<file path="src/rtl/xmega_regs_ctx_if.sv">
// Bus bundle between the core, the context engine, the register file
// and the save/restore streams.
interface xmega_regs_ctx_if;
    // core side
    logic [4:0]  core_rs1a;
    logic [4:0]  core_rs2a;
    logic [4:0]  core_rda;
    logic        core_rs1m;
    logic        core_rs2m;
    logic        core_rdm;
    logic        core_rdw;
    logic [15:0] core_rd;
    // register-file side
    logic [4:0]  reg_rs1a;
    logic [4:0]  reg_rs2a;
    logic [4:0]  reg_rda;
    logic        reg_rs1m;
    logic        reg_rs2m;
    logic        reg_rdm;
    logic        reg_rdw;
    logic [15:0] reg_rd;
    logic [15:0] reg_rs1;
    // control and streams
    logic        save_req;
    logic        restore_req;
    logic [15:0] so_data;
    logic        so_valid;
    logic        so_ready;
    logic [15:0] si_data;
    logic        si_valid;
    logic        si_ready;
    logic        core_stall;
    logic        busy;
    logic        done;

    modport master (
        input  core_rs1a, core_rs2a, core_rda, core_rs1m, core_rs2m, core_rdm, core_rdw, core_rd,
        input  reg_rs1, save_req, restore_req, so_ready, si_data, si_valid,
        output reg_rs1a, reg_rs2a, reg_rda, reg_rs1m, reg_rs2m, reg_rdm, reg_rdw, reg_rd,
        output so_data, so_valid, si_ready, core_stall, busy, done
    );

    modport slave (
        output core_rs1a, core_rs2a, core_rda, core_rs1m, core_rs2m, core_rdm, core_rdw, core_rd,
        output reg_rs1, save_req, restore_req, so_ready, si_data, si_valid,
        input  reg_rs1a, reg_rs2a, reg_rda, reg_rs1m, reg_rs2m, reg_rdm, reg_rdw, reg_rd,
        input  so_data, so_valid, si_ready, core_stall, busy, done
    );
endinterface

</file>
<file path="src/rtl/xmega_regs_ctx.sv">
// Register-file context engine: streams the register pairs out (save) or
// in (restore) while holding the core; transparent to the core when idle.
module xmega_regs_ctx #(
    parameter string REGISTERED_OUTPUTS = "FALSE",
    parameter int    PAIRS              = 16
) (
    input logic              clk,
    input logic              rst,
    xmega_regs_ctx_if.master bus
);
    localparam logic [2:0] IDLE       = 3'd0;
    localparam logic [2:0] SAVE_FETCH = 3'd1;
    localparam logic [2:0] SAVE_SEND  = 3'd2;
    localparam logic [2:0] RESTORE    = 3'd3;
    localparam logic [2:0] DONE       = 3'd4;

    localparam bit         READ_LAT1 = (REGISTERED_OUTPUTS == "TRUE");
    localparam logic [3:0] LAST_IDX  = 4'(PAIRS - 1);

    logic [2:0]  state_q, state_d;
    logic [3:0]  idx_q, idx_d;
    logic [15:0] so_data_q, so_data_d;
    logic        wait_q, wait_d;

    // Next state, pair index, captured save word and read-latency wait flag.
    always_comb begin
        state_d   = state_q;
        idx_d     = idx_q;
        so_data_d = so_data_q;
        wait_d    = 1'b0;
        case (state_q)
            IDLE: begin
                if (bus.save_req) begin
                    state_d = SAVE_FETCH;
                    idx_d   = '0;
                end else if (bus.restore_req) begin
                    state_d = RESTORE;
                    idx_d   = '0;
                end
            end
            SAVE_FETCH: begin
                if (!READ_LAT1 || wait_q) begin
                    so_data_d = bus.reg_rs1;
                    state_d   = SAVE_SEND;
                end else begin
                    wait_d = 1'b1;
                end
            end
            SAVE_SEND: begin
                if (bus.so_ready) begin
                    if (idx_q == LAST_IDX) begin
                        state_d = DONE;
                    end else begin
                        idx_d   = idx_q + 4'd1;
                        state_d = SAVE_FETCH;
                    end
                end
            end
            RESTORE: begin
                if (bus.si_valid) begin
                    if (idx_q == LAST_IDX) begin
                        state_d = DONE;
                    end else begin
                        idx_d = idx_q + 4'd1;
                    end
                end
            end
            DONE:    state_d = IDLE;
            default: state_d = IDLE;
        endcase
    end

    // State registers with synchronous reset.
    always_ff @(posedge clk) begin
        if (rst) begin
            state_q   <= IDLE;
            idx_q     <= '0;
            so_data_q <= '0;
            wait_q    <= 1'b0;
        end else begin
            state_q   <= state_d;
            idx_q     <= idx_d;
            so_data_q <= so_data_d;
            wait_q    <= wait_d;
        end
    end

    // Register-file port muxing, stream handshakes and status outputs.
    always_comb begin
        bus.reg_rs1a   = bus.core_rs1a;
        bus.reg_rs2a   = bus.core_rs2a;
        bus.reg_rda    = bus.core_rda;
        bus.reg_rs1m   = bus.core_rs1m;
        bus.reg_rs2m   = bus.core_rs2m;
        bus.reg_rdm    = bus.core_rdm;
        bus.reg_rdw    = bus.core_rdw;
        bus.reg_rd     = bus.core_rd;
        bus.so_data    = so_data_q;
        bus.so_valid   = 1'b0;
        bus.si_ready   = 1'b0;
        bus.core_stall = (state_q != IDLE);
        bus.busy       = (state_q != IDLE);
        bus.done       = (state_q == DONE);
        case (state_q)
            IDLE: ;
            SAVE_FETCH: begin
                bus.reg_rs1m = 1'b1;
                bus.reg_rs1a = {1'b0, idx_q};
                bus.reg_rdw  = 1'b0;
            end
            SAVE_SEND: begin
                bus.so_valid = 1'b1;
                bus.reg_rdw  = 1'b0;
            end
            RESTORE: begin
                bus.si_ready = 1'b1;
                bus.reg_rdm  = 1'b1;
                bus.reg_rda  = {1'b0, idx_q};
                bus.reg_rd   = bus.si_data;
                // Reset takes effect only at the next edge, so the write
                // strobe is masked here to stop a write in the abort cycle.
                bus.reg_rdw  = bus.si_valid & ~rst;
            end
            default: bus.reg_rdw = 1'b0;
        endcase
    end
endmodule

</file>
<file path="src/flat_wrapper.sv">
// flat-port wrapper written by rule: the top's interface ports become plain ports
module xmega_regs_ctx_flat 
#(
    parameter string REGISTERED_OUTPUTS = "     ",
    parameter int    PAIRS              = 16
)
  (clk, rst, bus_core_rs1a, bus_core_rs2a, bus_core_rda, bus_core_rs1m, bus_core_rs2m, bus_core_rdm, bus_core_rdw, bus_core_rd, bus_reg_rs1, bus_save_req, bus_restore_req, bus_so_ready, bus_si_data, bus_si_valid, bus_reg_rs1a, bus_reg_rs2a, bus_reg_rda, bus_reg_rs1m, bus_reg_rs2m, bus_reg_rdm, bus_reg_rdw, bus_reg_rd, bus_so_data, bus_so_valid, bus_si_ready, bus_core_stall, bus_busy, bus_done);
  xmega_regs_ctx_if bus_i ();
  input logic clk;
  input logic rst;
  input wire logic [$bits(bus_i.core_rs1a)-1:0] bus_core_rs1a;
  input wire logic [$bits(bus_i.core_rs2a)-1:0] bus_core_rs2a;
  input wire logic [$bits(bus_i.core_rda)-1:0] bus_core_rda;
  input wire logic [$bits(bus_i.core_rs1m)-1:0] bus_core_rs1m;
  input wire logic [$bits(bus_i.core_rs2m)-1:0] bus_core_rs2m;
  input wire logic [$bits(bus_i.core_rdm)-1:0] bus_core_rdm;
  input wire logic [$bits(bus_i.core_rdw)-1:0] bus_core_rdw;
  input wire logic [$bits(bus_i.core_rd)-1:0] bus_core_rd;
  input wire logic [$bits(bus_i.reg_rs1)-1:0] bus_reg_rs1;
  input wire logic [$bits(bus_i.save_req)-1:0] bus_save_req;
  input wire logic [$bits(bus_i.restore_req)-1:0] bus_restore_req;
  input wire logic [$bits(bus_i.so_ready)-1:0] bus_so_ready;
  input wire logic [$bits(bus_i.si_data)-1:0] bus_si_data;
  input wire logic [$bits(bus_i.si_valid)-1:0] bus_si_valid;
  output wire logic [$bits(bus_i.reg_rs1a)-1:0] bus_reg_rs1a;
  output wire logic [$bits(bus_i.reg_rs2a)-1:0] bus_reg_rs2a;
  output wire logic [$bits(bus_i.reg_rda)-1:0] bus_reg_rda;
  output wire logic [$bits(bus_i.reg_rs1m)-1:0] bus_reg_rs1m;
  output wire logic [$bits(bus_i.reg_rs2m)-1:0] bus_reg_rs2m;
  output wire logic [$bits(bus_i.reg_rdm)-1:0] bus_reg_rdm;
  output wire logic [$bits(bus_i.reg_rdw)-1:0] bus_reg_rdw;
  output wire logic [$bits(bus_i.reg_rd)-1:0] bus_reg_rd;
  output wire logic [$bits(bus_i.so_data)-1:0] bus_so_data;
  output wire logic [$bits(bus_i.so_valid)-1:0] bus_so_valid;
  output wire logic [$bits(bus_i.si_ready)-1:0] bus_si_ready;
  output wire logic [$bits(bus_i.core_stall)-1:0] bus_core_stall;
  output wire logic [$bits(bus_i.busy)-1:0] bus_busy;
  output wire logic [$bits(bus_i.done)-1:0] bus_done;
  assign bus_i.core_rs1a = bus_core_rs1a;
  assign bus_i.core_rs2a = bus_core_rs2a;
  assign bus_i.core_rda = bus_core_rda;
  assign bus_i.core_rs1m = bus_core_rs1m;
  assign bus_i.core_rs2m = bus_core_rs2m;
  assign bus_i.core_rdm = bus_core_rdm;
  assign bus_i.core_rdw = bus_core_rdw;
  assign bus_i.core_rd = bus_core_rd;
  assign bus_i.reg_rs1 = bus_reg_rs1;
  assign bus_i.save_req = bus_save_req;
  assign bus_i.restore_req = bus_restore_req;
  assign bus_i.so_ready = bus_so_ready;
  assign bus_i.si_data = bus_si_data;
  assign bus_i.si_valid = bus_si_valid;
  assign bus_reg_rs1a = bus_i.reg_rs1a;
  assign bus_reg_rs2a = bus_i.reg_rs2a;
  assign bus_reg_rda = bus_i.reg_rda;
  assign bus_reg_rs1m = bus_i.reg_rs1m;
  assign bus_reg_rs2m = bus_i.reg_rs2m;
  assign bus_reg_rdm = bus_i.reg_rdm;
  assign bus_reg_rdw = bus_i.reg_rdw;
  assign bus_reg_rd = bus_i.reg_rd;
  assign bus_so_data = bus_i.so_data;
  assign bus_so_valid = bus_i.so_valid;
  assign bus_si_ready = bus_i.si_ready;
  assign bus_core_stall = bus_i.core_stall;
  assign bus_busy = bus_i.busy;
  assign bus_done = bus_i.done;
  xmega_regs_ctx #(.REGISTERED_OUTPUTS(REGISTERED_OUTPUTS), .PAIRS(PAIRS)) u_core (.clk(clk), .rst(rst), .bus(bus_i));
endmodule
</file>
<file path="config.mk">
export PLATFORM = sky130hd
export DESIGN_NAME = xmega_regs_ctx_flat
export DESIGN_NICKNAME = d
export VERILOG_FILES = /design/src/rtl/xmega_regs_ctx_if.sv /design/src/rtl/xmega_regs_ctx.sv /design/src/flat_wrapper.sv
export SDC_FILE = /design/constraint.sdc
export NUM_CORES = 1
export LEC_CHECK = 0
export ABC_AREA = 1
export CAP_MARGIN = 20
export CORE_MARGIN = 4
export CORE_UTILIZATION = 33
export DETAILED_ROUTE_END_ITERATION = 16
export PLACE_DENSITY = 0.91
export SETUP_SLACK_MARGIN = 0.5
export SYNTH_ARGS = -nofsm -noshare
export SYNTH_HDL_FRONTEND = slang
export SYNTH_SLANG_ARGS = --single-unit
</file>
<file path="constraint.sdc">
create_clock -name clk -period 1.9 [get_ports clk]
set_input_delay 0.19 -clock clk [delete_from_list [all_inputs] [get_ports clk]]
set_output_delay 0.19 -clock clk [all_outputs]
set_load 0.02 [all_outputs]
</file>
; ---- After elaboration in Yosys (flattened, before gate mapping)
; Cells that the tools add are included.
; Widths: inputs -> output; s select.
[op_classes]
add_sub_neg = 1
mul = 0
div_mod_pow = 0
n_lt_le_gt_ge = 0
n_eq_ne = 9
n_shift = 0
n_mux = 21
bitwise = 2
n_reduce_logical = 5
[ops]
columns = operator, count
row1 = $mux 4, 5
row2 = $mux 3, 6
row3 = $mux 16, 1
row4 = $pmux 3 s4, 1
row5 = $pmux 4 s3, 1
row6 = $mux 5, 2
row7 = $reduce_and 4->1, 2
row8 = $eq 3x2->1 const B, 2
row9 = $reduce_bool 3->1, 2
row10 = $add 4x1->4 const B, 1
row11 = $eq 4x4->1 const B, 1
row12 = $mux 1, 4
row13 = $ne 2x2->1 const B, 2
row14 = $eq 3x1->1 const B, 1
row15 = $eq 3x3->1 const B, 1
row16 = $logic_not 3->1, 1
row17 = $ne 3x3->1 const B, 1
row18 = $ne 2x1->1 const B, 1
row19 = $pmux 1 s2, 1
row20 = $and 1x1->1, 1
row21 = $not 1->1, 1
[word_totals]
ff_bits = 23
latch_bits = 0
ramBits = 0
romBits = 0
out_inout_bits = 56
wordCells = 41
mem_count = 0

; ---- Longest topological paths before layout
[depth]
ltp_word = 4
depth_mapped = 10
ltp_nobuf = 10

; ---- Worst setup path before layout
; No wires, ideal clock.
[synth_path]
path_type = reg-to-output
start = register u_core.state_q[1]
end = output port bus_reg_rdw
t_arrival_ns = 1.366
slack_ns = 0.344
stages_incl_launch_ff = 5
n_path_buf = 0
cell_sequence = dfxtp_1 -> nand2_1 -> nor2_4 -> inv_2 -> o32ai_1
[synth_via]
elab_chain_cells = 2
[synth_rtl]
columns = item, line
row1 = start: declaration, xmega_regs_ctx.sv:20  ; logic [2:0] state_q, state_d;
row2 = start signal: assignment, xmega_regs_ctx.sv:81  ; state_q <= state_d;
row3 = $eq 3x2->1 or $logic_not 3->1 (tied branches), xmega_regs_ctx.sv:104  ; case (state_q)
row4 = $pmux 1 s2 *, xmega_regs_ctx.sv:104
row5 = end: declaration, flat_wrapper.sv:31  ; output wire logic [$bits(bus_i.reg_rdw)-1:0] bus_reg_rdw;
; Every way passes the cells marked *; elsewhere a longest branch is shown, timed or not.

; ---- Worst setup path after layout
[layout_path]
start = register u_core.state_q[0]
end = output port bus_reg_rs1a[3]
[layout_via]
elab_chain_cells = 2
[layout_rtl]
columns = item, line
row1 = $eq 3x1->1, xmega_regs_ctx.sv:104
row2 = $mux 5, xmega_regs_ctx.sv:104
row3 = end: declaration, flat_wrapper.sv:25  ; output wire logic [$bits(bus_i.reg_rs1a)-1:0] bus_reg_rs1a;
; Every way passes these cells.

==> results.py <==
metrics = {
    "synth": {
        "synthXorXnorAreaFrac_pct": 0,
        "muxShareOfSynthArea_pct": 0,
        "syn-cell-area_mm2": 0.00140,
        "synth_top_family_by_area": "simple AND/OR/NAND/NOR gates",
        "synthCells": 233,
        "ys_seq_area_share_pct": 32.9,
        "synth_compound_area_share_pct": 12.3,
        "synth-simple-area-share_pct": 42.3,
        "synth_seq_cells": 23,
        "synth.avg_cell_area_um2": 6.00,
        "yosysWarnings": 0,
        "synth_nets": 307,
        "synth_fa_ha_area_share_pct": 0.894,
        "yosysUniqueCellTypes": 23,
    },
    "global_route": {
        "grt_start_max_net_pins": 21,
        "grt_antenna_before_repair": 0,
        "grt_pass1_vias": 1901,
        "overflow": 0,
        "grt_pass1_wl_um": 8340,
        "grt_usage_pct": 19.5,
    },
    "detailed_routing": {
        "drc_errors": 0,
        "drt-initial-drc-count": 85,
        "first_pass_iters": 4,
        "post_drt_via_cell_ratio": 4.77,
        "via_count": 1979,
        "wl_met3_um": 749,
        "top_layer_used": "met4",
        "wl_per_cell_um": 14.1,
        "wl_met1_um": 2210,
        "ant_nets": 0,
        "routed_wl_um": 5840,
        "dr_wl_met2_um": 2840,
    },
    "floorplanning": {
        "design.core.area_mm2": 0.00406,
        "die_x_um": 73.1,
        "die_h_um": 73.1,
        "die-area_mm2": 0.00534,
        "rows": 23,
        "ios": 129,
        "initial_core_util_pct": 34.5,
    },
    "worst_setup_path": {
        "crit_family": "buffers and inverters",
        "reg2regPathDepth": 10,
        "reg2reg_slack_ns": 0.37,
        "cp_max_fo": 5,
        "r2r_end": "u_core.idx_q[1]",
        "worstPathCellList": "inv_4, nor3_4, buf_6, clkinvlp_4, nand2_1, o21ai_1, buf_4",
        "critical_path.endpoint_type": "primary output",
        "worstSetupPathType": "reg -> out",
        "crit_slowest_cell": "dfxtp_4",
        "worstSetupStartpointType": "flip-flop",
        "worstPathRequired_ns": 1.71,
        "r2r_start": "u_core.state_q[1]",
        "critPathMaxStageDelay_ns": 0.38,
        "crit_start": "u_core.state_q[0]",
        "cp.arrival_ns": 1.50,
        "critPathBufInv": 4,
    },
    "power_and_ir_drop": {
        "seqPwrFrac_pct": 20.6,
        "p_int_mw": 2.10,
        "total_leakage_power_nw": 1.45,
        "sw_frac_of_total_pct": 47.7,
        "power.total_mw": 4.02,
        "peakVddDrop_mv": 1.00,
        "powerDensity_mw_per_mm2": 1420,
        "p_switching_mw": 1.92,
        "comb_power_share_pct": 72.0,
        "pwr-share-clk_pct": 7.4,
    },
    "layout": {
        "area_growth_pct": 103,
        "antenna_cells": 0,
        "layout-drive-gt1-share_pct": 29.6,
        "fin_area_mm2": 0.00284,
        "final_util_pct": 69.9,
        "finish.net_count": 440,
    },
    "sta": {
        "tightestPinTransition_ns": 0.247,
        "rsz0062_at_grt": "true",
        "setup_violations": 0,
        "max_slew_margin_pct": 83.5,
        "fin_crit_sh_pct": 88.9,
        "fmax_ghz": 0.592,
        "slew_violations": 0,
        "clock_skew_ns": 0.00122,
        "period_minus_slack_ns": 1.69,
        "tns_ns": 0,
        "whs_ns": 0.380,
        "hold_viol": 0,
    },
    "placed_design": {
        "dp_hpwl_um": 4070,
        "gp_congestion": 0.848,
        "postPlaceCellArea_mm2": 0.00263,
        "port_buffers": 116,
    },
    "clock_network": {
        "clk_root_buffer_cell": "clkbuf_8",
        "clk_path_buf_depth": 2,
        "ctsHoldBuffers": 0,
        "numCtsBuffers": 3,
        "clk_pin_slew_ns": 0.08,
        "clk-insertion-delay-late_ns": 0.26,
        "cts_tree": "yes",
        "cts.htree.levels": 1,
        "cts_sinks": 23,
    },
    "min_path": {
        "hold_depth": 0,
        "min_to": "bus_reg_rs2a[1]",
        "min-delay-start": "bus_core_rs2a[1]",
        "hp-class": "in -> out",
    },
    "status": {
        "status": "finished clean",
    },
    "job": {
        "maxCapViolations": 0,
    },
}
## repair_timing
| item | 4_1_cts | 5_1_grt |
|---|---|---|
| buffers inserted | 8 | 9 |
| setup endpoints to repair | 52 | 61 |
| resized for setup | 172 | 44 |
| cloned | 1 | 0 |
| pin swaps | 3 | 6 |
## flip-flops by register name (all words and copies together) (netlist names)
name and flops:
u_core.idx_q 4, u_core.bus.so_data 16, u_core.state_q 3
## power groups by stage
stage	Clock, mW	Sequential (mW)	Combinational (mW)
after floorplan	0	0.989	1.19
after global placement	0	0.812	2.39
after detailed placement	0	0.820	2.42
after CTS	0.304	0.825	2.43
after global routing	0.325	0.849	3.11
final	0.298	0.828	2.89
## worst reg2reg max path, delay by kind of cell (launching register included)
family                 cells  cell delay (ns)
buffers and inverters      2             0.23
AND/OR/NAND/NOR            8             0.85
flip-flops                 1             0.37
## worst max path at each step
stage / to / cells past startpoint
6_report: bus_reg_rs1a[3] / 7
5_1_grt: bus_reg_rs1a[1] / 7
4_1_cts: bus_reg_rs1a[3] / 7
3_5_place_dp: bus_reg_rd[5] / 6
3_3_place_gp: bus_reg_rd[5] / 6
2_1_floorplan: bus_reg_rs1a[0] / 4
## synthesized netlist by cell type (all sizes together)
cell     n  share of area (%)
nor3b    1               0.54
a21oi    5                2.1
nand3    6                2.9
ha       1               0.89
o32ai    1               0.63
dfxtp   23                 33
nor2    55                 16
nand2   75                 20
nor3     3                1.9
buf     13                5.9
o21ai   27                9.7
or2      2               0.89
clkbuf   3               0.80
inv     18                4.8
## layout by cell type (no fill, tap or decap), types with 2 or more instances in the layout
cell and n:
o21ai_0 17, dlymetal6s2s_1 5, buf_4 24, nand2_1 71, inv_2 4, nor2_2 11
nor2_4 4, nand3_1 4, dlygate4sd2_1 11, a21oi_1 4, buf_6 11, dfxtp_1 19
o21ai_1 5, o21ai_2 5, clkdlybuf4s50_1 66, inv_4 2, dfxtp_4 3, inv_1 11
nand2_4 3, nor2_1 40, buf_2 23, clkbuf_8 3
## cell type report
type / instances / area, um^2
repair buffers: 143 / 1280
clock buffers: 4 / 45.0
multi-input cells: 176 / 891
well taps: 50 / 62.6
repair inverters: 1 / 7.51
fillers: 338 / 1220
flip-flops and latches: 23 / 473
inverters: 18 / 80.1
## kinds of logic after synthesis
logic type / Yosys count
buf+inv: 34
simple gates: 142
fa+ha+maj: 1
flops: 23
compound gates: 33
## per-layer routing
metal / GRT usage [%] / up-vias
met2: 34.3 / 111
met4: 5.74 / 0
met1: 21.8 / 879
met3: 7.02 / 8
li1: - / 981
met5: 0 / -
## through the flow
stage | setup WS [ns] | cells
after floorplan | 0.404 | 233
after global placement | 0.0676 | 393
after detailed placement | 0.0654 | 393
after CTS | 0.269 | 406
after global routing | 0.153 | 415
final | 0.211 | 415
Note: power is estimated with default switching activity, not from simulation.
